File: config.mk
export PLATFORM = sky130hd
export DESIGN_NAME = pipe_stage_skid_reg
export DESIGN_NICKNAME = d
export VERILOG_FILES = /design/src/rtl/pipe_stage_pkg.sv /design/src/rtl/pipe_stage_skid_reg_data.sv /design/src/rtl/pipe_stage_skid_reg.sv
export SDC_FILE = /design/constraint.sdc
export NUM_CORES = 1
export LEC_CHECK = 0
export ABC_AREA = 0
export CAP_MARGIN = 20
export CORE_UTILIZATION = 45
export CTS_BUF_LIST = sky130_fd_sc_hd__clkbuf_16
export DETAILED_ROUTE_END_ITERATION = 6
export GPL_TIMING_DRIVEN = 0
export PLACE_DENSITY = 0.73
export SLEW_MARGIN = 20
export SYNTH_ARGS = -nofsm -noshare
export SYNTH_HDL_FRONTEND = slang
export SYNTH_SLANG_ARGS = --single-unit
File: constraint.sdc
create_clock -name Clock -period 2.5 [get_ports Clock]
set_input_delay 0.5 -clock Clock [delete_from_list [all_inputs] [get_ports Clock]]
set_output_delay 0.5 -clock Clock [all_outputs]
set_load 0.01 [all_outputs]
File: src/rtl/pipe_stage_pkg.sv
// Shared types and constants for the skid-buffered pipeline stage register.
// Used by pipe_stage_skid_reg and skid_data_reg.
package pipe_stage_pkg;

    localparam int OCC_W = 2;
    localparam logic [OCC_W-1:0] FULL_ENC = 2'd2;

    // The encoding doubles as the occupancy count, so no decode is needed.
    typedef enum logic [OCC_W-1:0] {
        ST_EMPTY = 2'd0,
        ST_ONE   = 2'd1,
        ST_FULL  = FULL_ENC
    } stage_state_t;

    function automatic logic [OCC_W-1:0] state_to_occ(input stage_state_t s);
        return OCC_W'(s);
    endfunction

endpackage

File: src/rtl/pipe_stage_skid_reg_data.sv
// WIDTH-bit load-enable data register with asynchronous reset to a parameter value.
// Holds either the main or the skid entry of pipe_stage_skid_reg.
module skid_data_reg
    import pipe_stage_pkg::*;
#(
    parameter int               WIDTH       = 32,
    parameter logic [WIDTH-1:0] RESET_VALUE = '0
) (
    input  logic             Clock,
    input  logic             Reset,
    input  logic             load,
    input  logic [WIDTH-1:0] d,
    output logic [WIDTH-1:0] q
);

    always_ff @(posedge Clock or posedge Reset) begin
        if (Reset) begin
            q <= RESET_VALUE;
        end else if (load) begin
            q <= d;
        end
    end

endmodule

File: src/rtl/pipe_stage_skid_reg.sv
// Pipeline-stage register with two-entry skid buffer, flush, Tick step-enable and occupancy.
// Define PIPE_SKID_TRISTATE_EN to add the cs port that tristates out_data.
//
// state    | meaning
// ---------+------------------------------------------------
// ST_EMPTY | nothing held, out_data shows last popped value
// ST_ONE   | main entry valid, skid free
// ST_FULL  | main and skid valid, in_ready low
module pipe_stage_skid_reg
    import pipe_stage_pkg::*;
#(
    parameter int               WIDTH       = 32,
    parameter logic [WIDTH-1:0] RESET_VALUE = '0
) (
    input  logic             Clock,
    input  logic             Reset,
    input  logic             Tick,
    input  logic             flush,
    input  logic             in_valid,
    output logic             in_ready,
    input  logic [WIDTH-1:0] in_data,
    output logic             out_valid,
    input  logic             out_ready,
    output logic [WIDTH-1:0] out_data,
`ifdef PIPE_SKID_TRISTATE_EN
    output logic [OCC_W-1:0] occupancy,
    input  logic             cs
`else
    output logic [OCC_W-1:0] occupancy
`endif
);

    stage_state_t     state;
    stage_state_t     state_nxt;
    logic             push;
    logic             pop;
    logic             load_main;
    logic             load_skid;
    logic             main_from_skid;
    logic [WIDTH-1:0] main_d;
    logic [WIDTH-1:0] main_q;
    logic [WIDTH-1:0] skid_q;

    assign push = in_valid & in_ready & Tick;
    assign pop  = out_valid & out_ready & Tick;

    always_comb begin
        state_nxt      = state;
        load_main      = 1'b0;
        load_skid      = 1'b0;
        main_from_skid = 1'b0;
        case (state)
            ST_EMPTY: begin
                if (push) begin
                    state_nxt = ST_ONE;
                    load_main = 1'b1;
                end
            end
            ST_ONE: begin
                if (push && !pop) begin
                    state_nxt = ST_FULL;
                    load_skid = 1'b1;
                end else if (push && pop) begin
                    load_main = 1'b1;
                end else if (pop) begin
                    state_nxt = ST_EMPTY;
                end
            end
            ST_FULL: begin
                if (pop) begin
                    state_nxt      = ST_ONE;
                    load_main      = 1'b1;
                    main_from_skid = 1'b1;
                end
            end
            default: state_nxt = ST_EMPTY;
        endcase
        // Flush kills held entries but leaves the data registers as they were.
        if (flush) begin
            state_nxt      = ST_EMPTY;
            load_main      = 1'b0;
            load_skid      = 1'b0;
            main_from_skid = 1'b0;
        end
    end

    always_ff @(posedge Clock or posedge Reset) begin
        if (Reset) begin
            state     <= ST_EMPTY;
            in_ready  <= 1'b1;
            out_valid <= 1'b0;
        end else begin
            state     <= state_nxt;
            in_ready  <= (state_nxt != ST_FULL);
            out_valid <= (state_nxt != ST_EMPTY);
        end
    end

    assign main_d = main_from_skid ? skid_q : in_data;

    skid_data_reg #(
        .WIDTH       (WIDTH),
        .RESET_VALUE (RESET_VALUE)
    ) u_main (
        .Clock (Clock),
        .Reset (Reset),
        .load  (load_main),
        .d     (main_d),
        .q     (main_q)
    );

    skid_data_reg #(
        .WIDTH       (WIDTH),
        .RESET_VALUE ('0)
    ) u_skid (
        .Clock (Clock),
        .Reset (Reset),
        .load  (load_skid),
        .d     (in_data),
        .q     (skid_q)
    );

    assign occupancy = state_to_occ(state);

`ifdef PIPE_SKID_TRISTATE_EN
    assign out_data = cs ? {WIDTH{1'bz}} : main_q;
`else
    assign out_data = main_q;
`endif

endmodule

==> results.tsv <==
stage	metric	value	unit
cells_and_area	Finished Layout Cells	360	
global_route	first-pass GRT wire length	9210	um
floorplanning	chip width	85.2	um
power_and_ir_drop	P_int	2.60	mW
detailed_routing	vias	1863	
synth	Yosys Warn Count	0	
timing	worst-margin pin slew	0.443	ns
cells_and_area	fin area	4210	um2
power_and_ir_drop	cell area power density	813	nW/um2
floorplanning	Core Region	6530	um2
power_and_ir_drop	switch share	23.8	%
global_route	initial antenna violation count	0	
cells_and_area	fin nets	318	
critical_path	CP Launch Type	input port	
power_and_ir_drop	Comb power frac	24.0	%
clock_network	Worst-path clk slew	0.05	ns
global_route	largest net degree at the start of global routing	41	
placed_design	Placement Cell Area	3950	um2
hold_path	Hold Crit Class	reg2reg	
detailed_routing	routed via count divided by cell count	5.18	
timing	Max Slew Vio Count	0	
floorplanning	I/O Pins	74	
clock_network	count of cells resized by post-cts repair	0	
synth	synth top area cells	dfrtp_1 54%, mux2_2 24%, mux2_4 14%	
power_and_ir_drop	total power	3.42	mW
power_and_ir_drop	sw power	0.814	mW
clock_network	worst-skew pair later-pin latency	0.31	ns
synth	number of synthesized flops with an enable pin	0	
timing	RSZ-0062 raised after global routing	false	
power_and_ir_drop	Clock Power Share	30.8	%
synth	Yosys reg bits	68	
placed_design	port bufs	72	
clock_network	H-tree levels	3	
synth	Synth Area in Compound Gates	1.97	%
timing	Tmin final	2.23	ns
timing	final hold violations	0	
floorplanning	Die ar.	7260	um2
clock_network	maximum root-to-sink buffer count	2	
critical_path	critical setup path kind	in2reg	
synth	post-synth top area share	53.8	%
floorplanning	Initial Util	47.7	%
cells_and_area	Synth-to-Final Area Change	35.0	%
detailed_routing	Antenna Nets Post-Route	0	
detailed_routing	DRC	0	
synth	post-synthesis sequential area ratio	54.7	%
floorplanning	Row Count	29	
synth	Avg Inst Size Synth	15.9	um2
synth	synthesized cell area	3110	um2
hold_path	Hold EP	u_main.q[13]$_DFFE_PP0P_	
power_and_ir_drop	part of the power in registers	45.3	%
flow_run	Max Cap Viol	0	
synth	list of most frequent post-synthesis cells	67 x dfrtp_1, 66 x mux2_2, 30 x mux2_4	
status	status	complete, no violations	
timing	clk_skew	0.00504	ns
power_and_ir_drop	largest vdd supply drop	0.598	mV
timing	Max Fclk	449	MHz
cells_and_area	layout cells sized above 1	43.8	%
synth	Post-Synth Adder-Cell Area	0	%
clock_network	root buffer cell	clkbuf_16	
cells_and_area	number of inserted diodes	0	
clock_network	post-CTS setup buffers	0	
clock_network	TritonCTS buffer count	9	
synth	Synth area leader	dfrtp_1	
critical_path	Critical R2R Launch	occupancy[0]$_DFF_PP0_	
placed_design	Detailed Place HPWL	3690	um
clock_network	CTS tree	done	
placed_design	global placement routability congestion	0.789	
power_and_ir_drop	Lkg Pwr	1.93	nW
critical_path	R2R Setup Slk	0.53	ns
synth	main flop type after synthesis	dfrtp_1	
detailed_routing	post-DR wirelength/cell	14.7	um
global_route	grt ovf	0	
synth	post-synthesis mux area share	38.3	%
clock_network	cts hold-fix bufs	0	
hold_path	Worst Hold Launch	u_main.q[13]$_DFFE_PP0P_	
synth	synthesized instance count	196	
clock_network	# clock sinks	68	
detailed_routing	DR pass1 iterations	4	
critical_path	reg2reg end	u_main.q[1]$_DFFE_PP0P_	
synth	async set-reset flop share out of synthesis	100	%
synth	Synth Net Count	234	
timing	Rel. slew slack	70.3	%
synth	Post-Synth XOR/XNOR Area	0	%
critical_path	worst reg-to-reg path cell count	6	
synth	most numerous cell in the Yosys netlist	dfrtp_1	
timing	final worst-path cycle share	89.1	%
global_route	via count of the first global-routing pass	1902	
detailed_routing	Post-Route WL	5300	um
synth	Synth Area in Simple Gates	2.25	%
critical_path	crit-path max FO	10	
placed_design	Cells after DPL	346	
detailed_routing	DR iter-0 viols	55	
global_route	total track usage	16.6	%
synth	Distinct cells, synth	26	
synth	largest family of logic cells by synthesized area	multiplexers	
hold_path	WHS Path Cells	1	
floorplanning	Die Ht	85.2	um
cells_and_area	filler cell count in the final layout	500	
timing	endpoints failing setup	0	
critical_path	CP Data Required Time	2.69	ns
critical_path	Data arrival, critical path	2.42	ns
critical_path	CP endpoint kind	flop	
[worst max path at each step]
stage	startpoint	end	slack (ns)	cells after the start
2_1_floorplan	Reset	occupancy[0]$_DFF_PP0_	0.29	1
3_3_place_gp	Reset	u_skid.q[25]$_DFFE_PP0P_	-0.96	2
6_report	Tick	u_main.q[1]$_DFFE_PP0P_	0.27	7
3_5_place_dp	Tick	u_skid.q[9]$_DFFE_PP0P_	-0.29	5
5_1_grt	Tick	u_main.q[1]$_DFFE_PP0P_	0.21	7
4_1_cts	Tick	u_skid.q[9]$_DFFE_PP0P_	0.04	5
[registers in the layout, indices dropped and copies added, names as in the netlist]
register and count:
in_ready 1, occupancy 2, out_valid 1, u_main.q 32, u_skid.q 32
[critical path, stage by stage]
cell and delay, ns:
clkdlybuf4s50_1 0.55, nand3_2 0.13, or3_1 0.38, buf_6 0.15
buf_6 0.15, mux2_4 0.29, mux2_2 0.26
[kinds of logic (layout without fill, tap and decap cells)]
kind of cell | Yosys count | in the layout
buffers and inverters | 12 | 99
multiplexers | 96 | 96
flip-flops | 68 | 68
AO/OA/AOI/OAI | 8 | 8
AND/OR/NAND/NOR | 12 | 12
[metrics by stage]
step	TNS [ns]	hold WS, ns	utilization [%]	setup slack (ns)
CTS	0	0.505	64.3	0.0404
finish	0	0.499	64.4	0.273
detailed placement	-9.43	0.493	60.5	-0.290
global route	0	0.512	64.4	0.209
global placement	-73.14	0.487	60.2	-0.958
floorplan	0	0.477	-	0.290
[routing by layer]
layer / track usage [%] / vias up / routed length (um)
met2: 26.1 / 49 / 2550
met5: 0 / - / 0
li1: - / 881 / -
met4: 5.55 / 0 / 56
met3: 6.52 / 6 / 322
met1: 21.0 / 927 / 2380
[power groups by stage]
stage               clock network [mW]  registers [mW]  logic [mW]
floorplan                            0            1.61       0.348
global route                      1.14            1.58       0.884
global placement                     0            1.55       0.808
finish                            1.05            1.55       0.819
CTS                               1.09            1.55       0.833
detailed placement                   0            1.57       0.829
[area by class of cell]
type	count	area, um2	share of cell area [%]
plain buffers	11	82.6	1.96
clock buffers	9	225	5.36
clock inverters	5	21.3	0.506
inverters	1	6.26	0.149
multi-input cells	116	1330	31.6
flip-flops and latches	68	1700	40.5
well taps	77	96.3	2.29
repair buffers	73	741	17.6
[cells in the final DEF, fill, tap and decap left out]
| cell | count |
|---|---|
| clkdlybuf4s50_1 | 72 |
| nand3_2 | 1 |
| and3_2 | 1 |
| o31ai_1 | 1 |
| buf_12 | 1 |
| buf_8 | 1 |
| dfrtp_1 | 67 |
| mux2_4 | 30 |
| a21o_1 | 1 |
| clkinv_1 | 3 |
| a211oi_1 | 1 |
| nand4b_1 | 1 |
| a21oi_1 | 1 |
| mux2_2 | 66 |
| inv_4 | 1 |
| dfstp_2 | 1 |
| buf_6 | 3 |
| o31a_2 | 1 |
| a31oi_1 | 1 |
| nand4_1 | 1 |
| nand2b_1 | 1 |
| nor3_2 | 1 |
| or3_1 | 1 |
| nand2_1 | 2 |
| nand3_1 | 1 |
| clkinv_2 | 2 |
| clkbuf_1 | 1 |
| buf_2 | 6 |
| nor2_1 | 2 |
| a211o_1 | 2 |
| clkbuf_16 | 9 |
(Power assumes the default switching activity.)
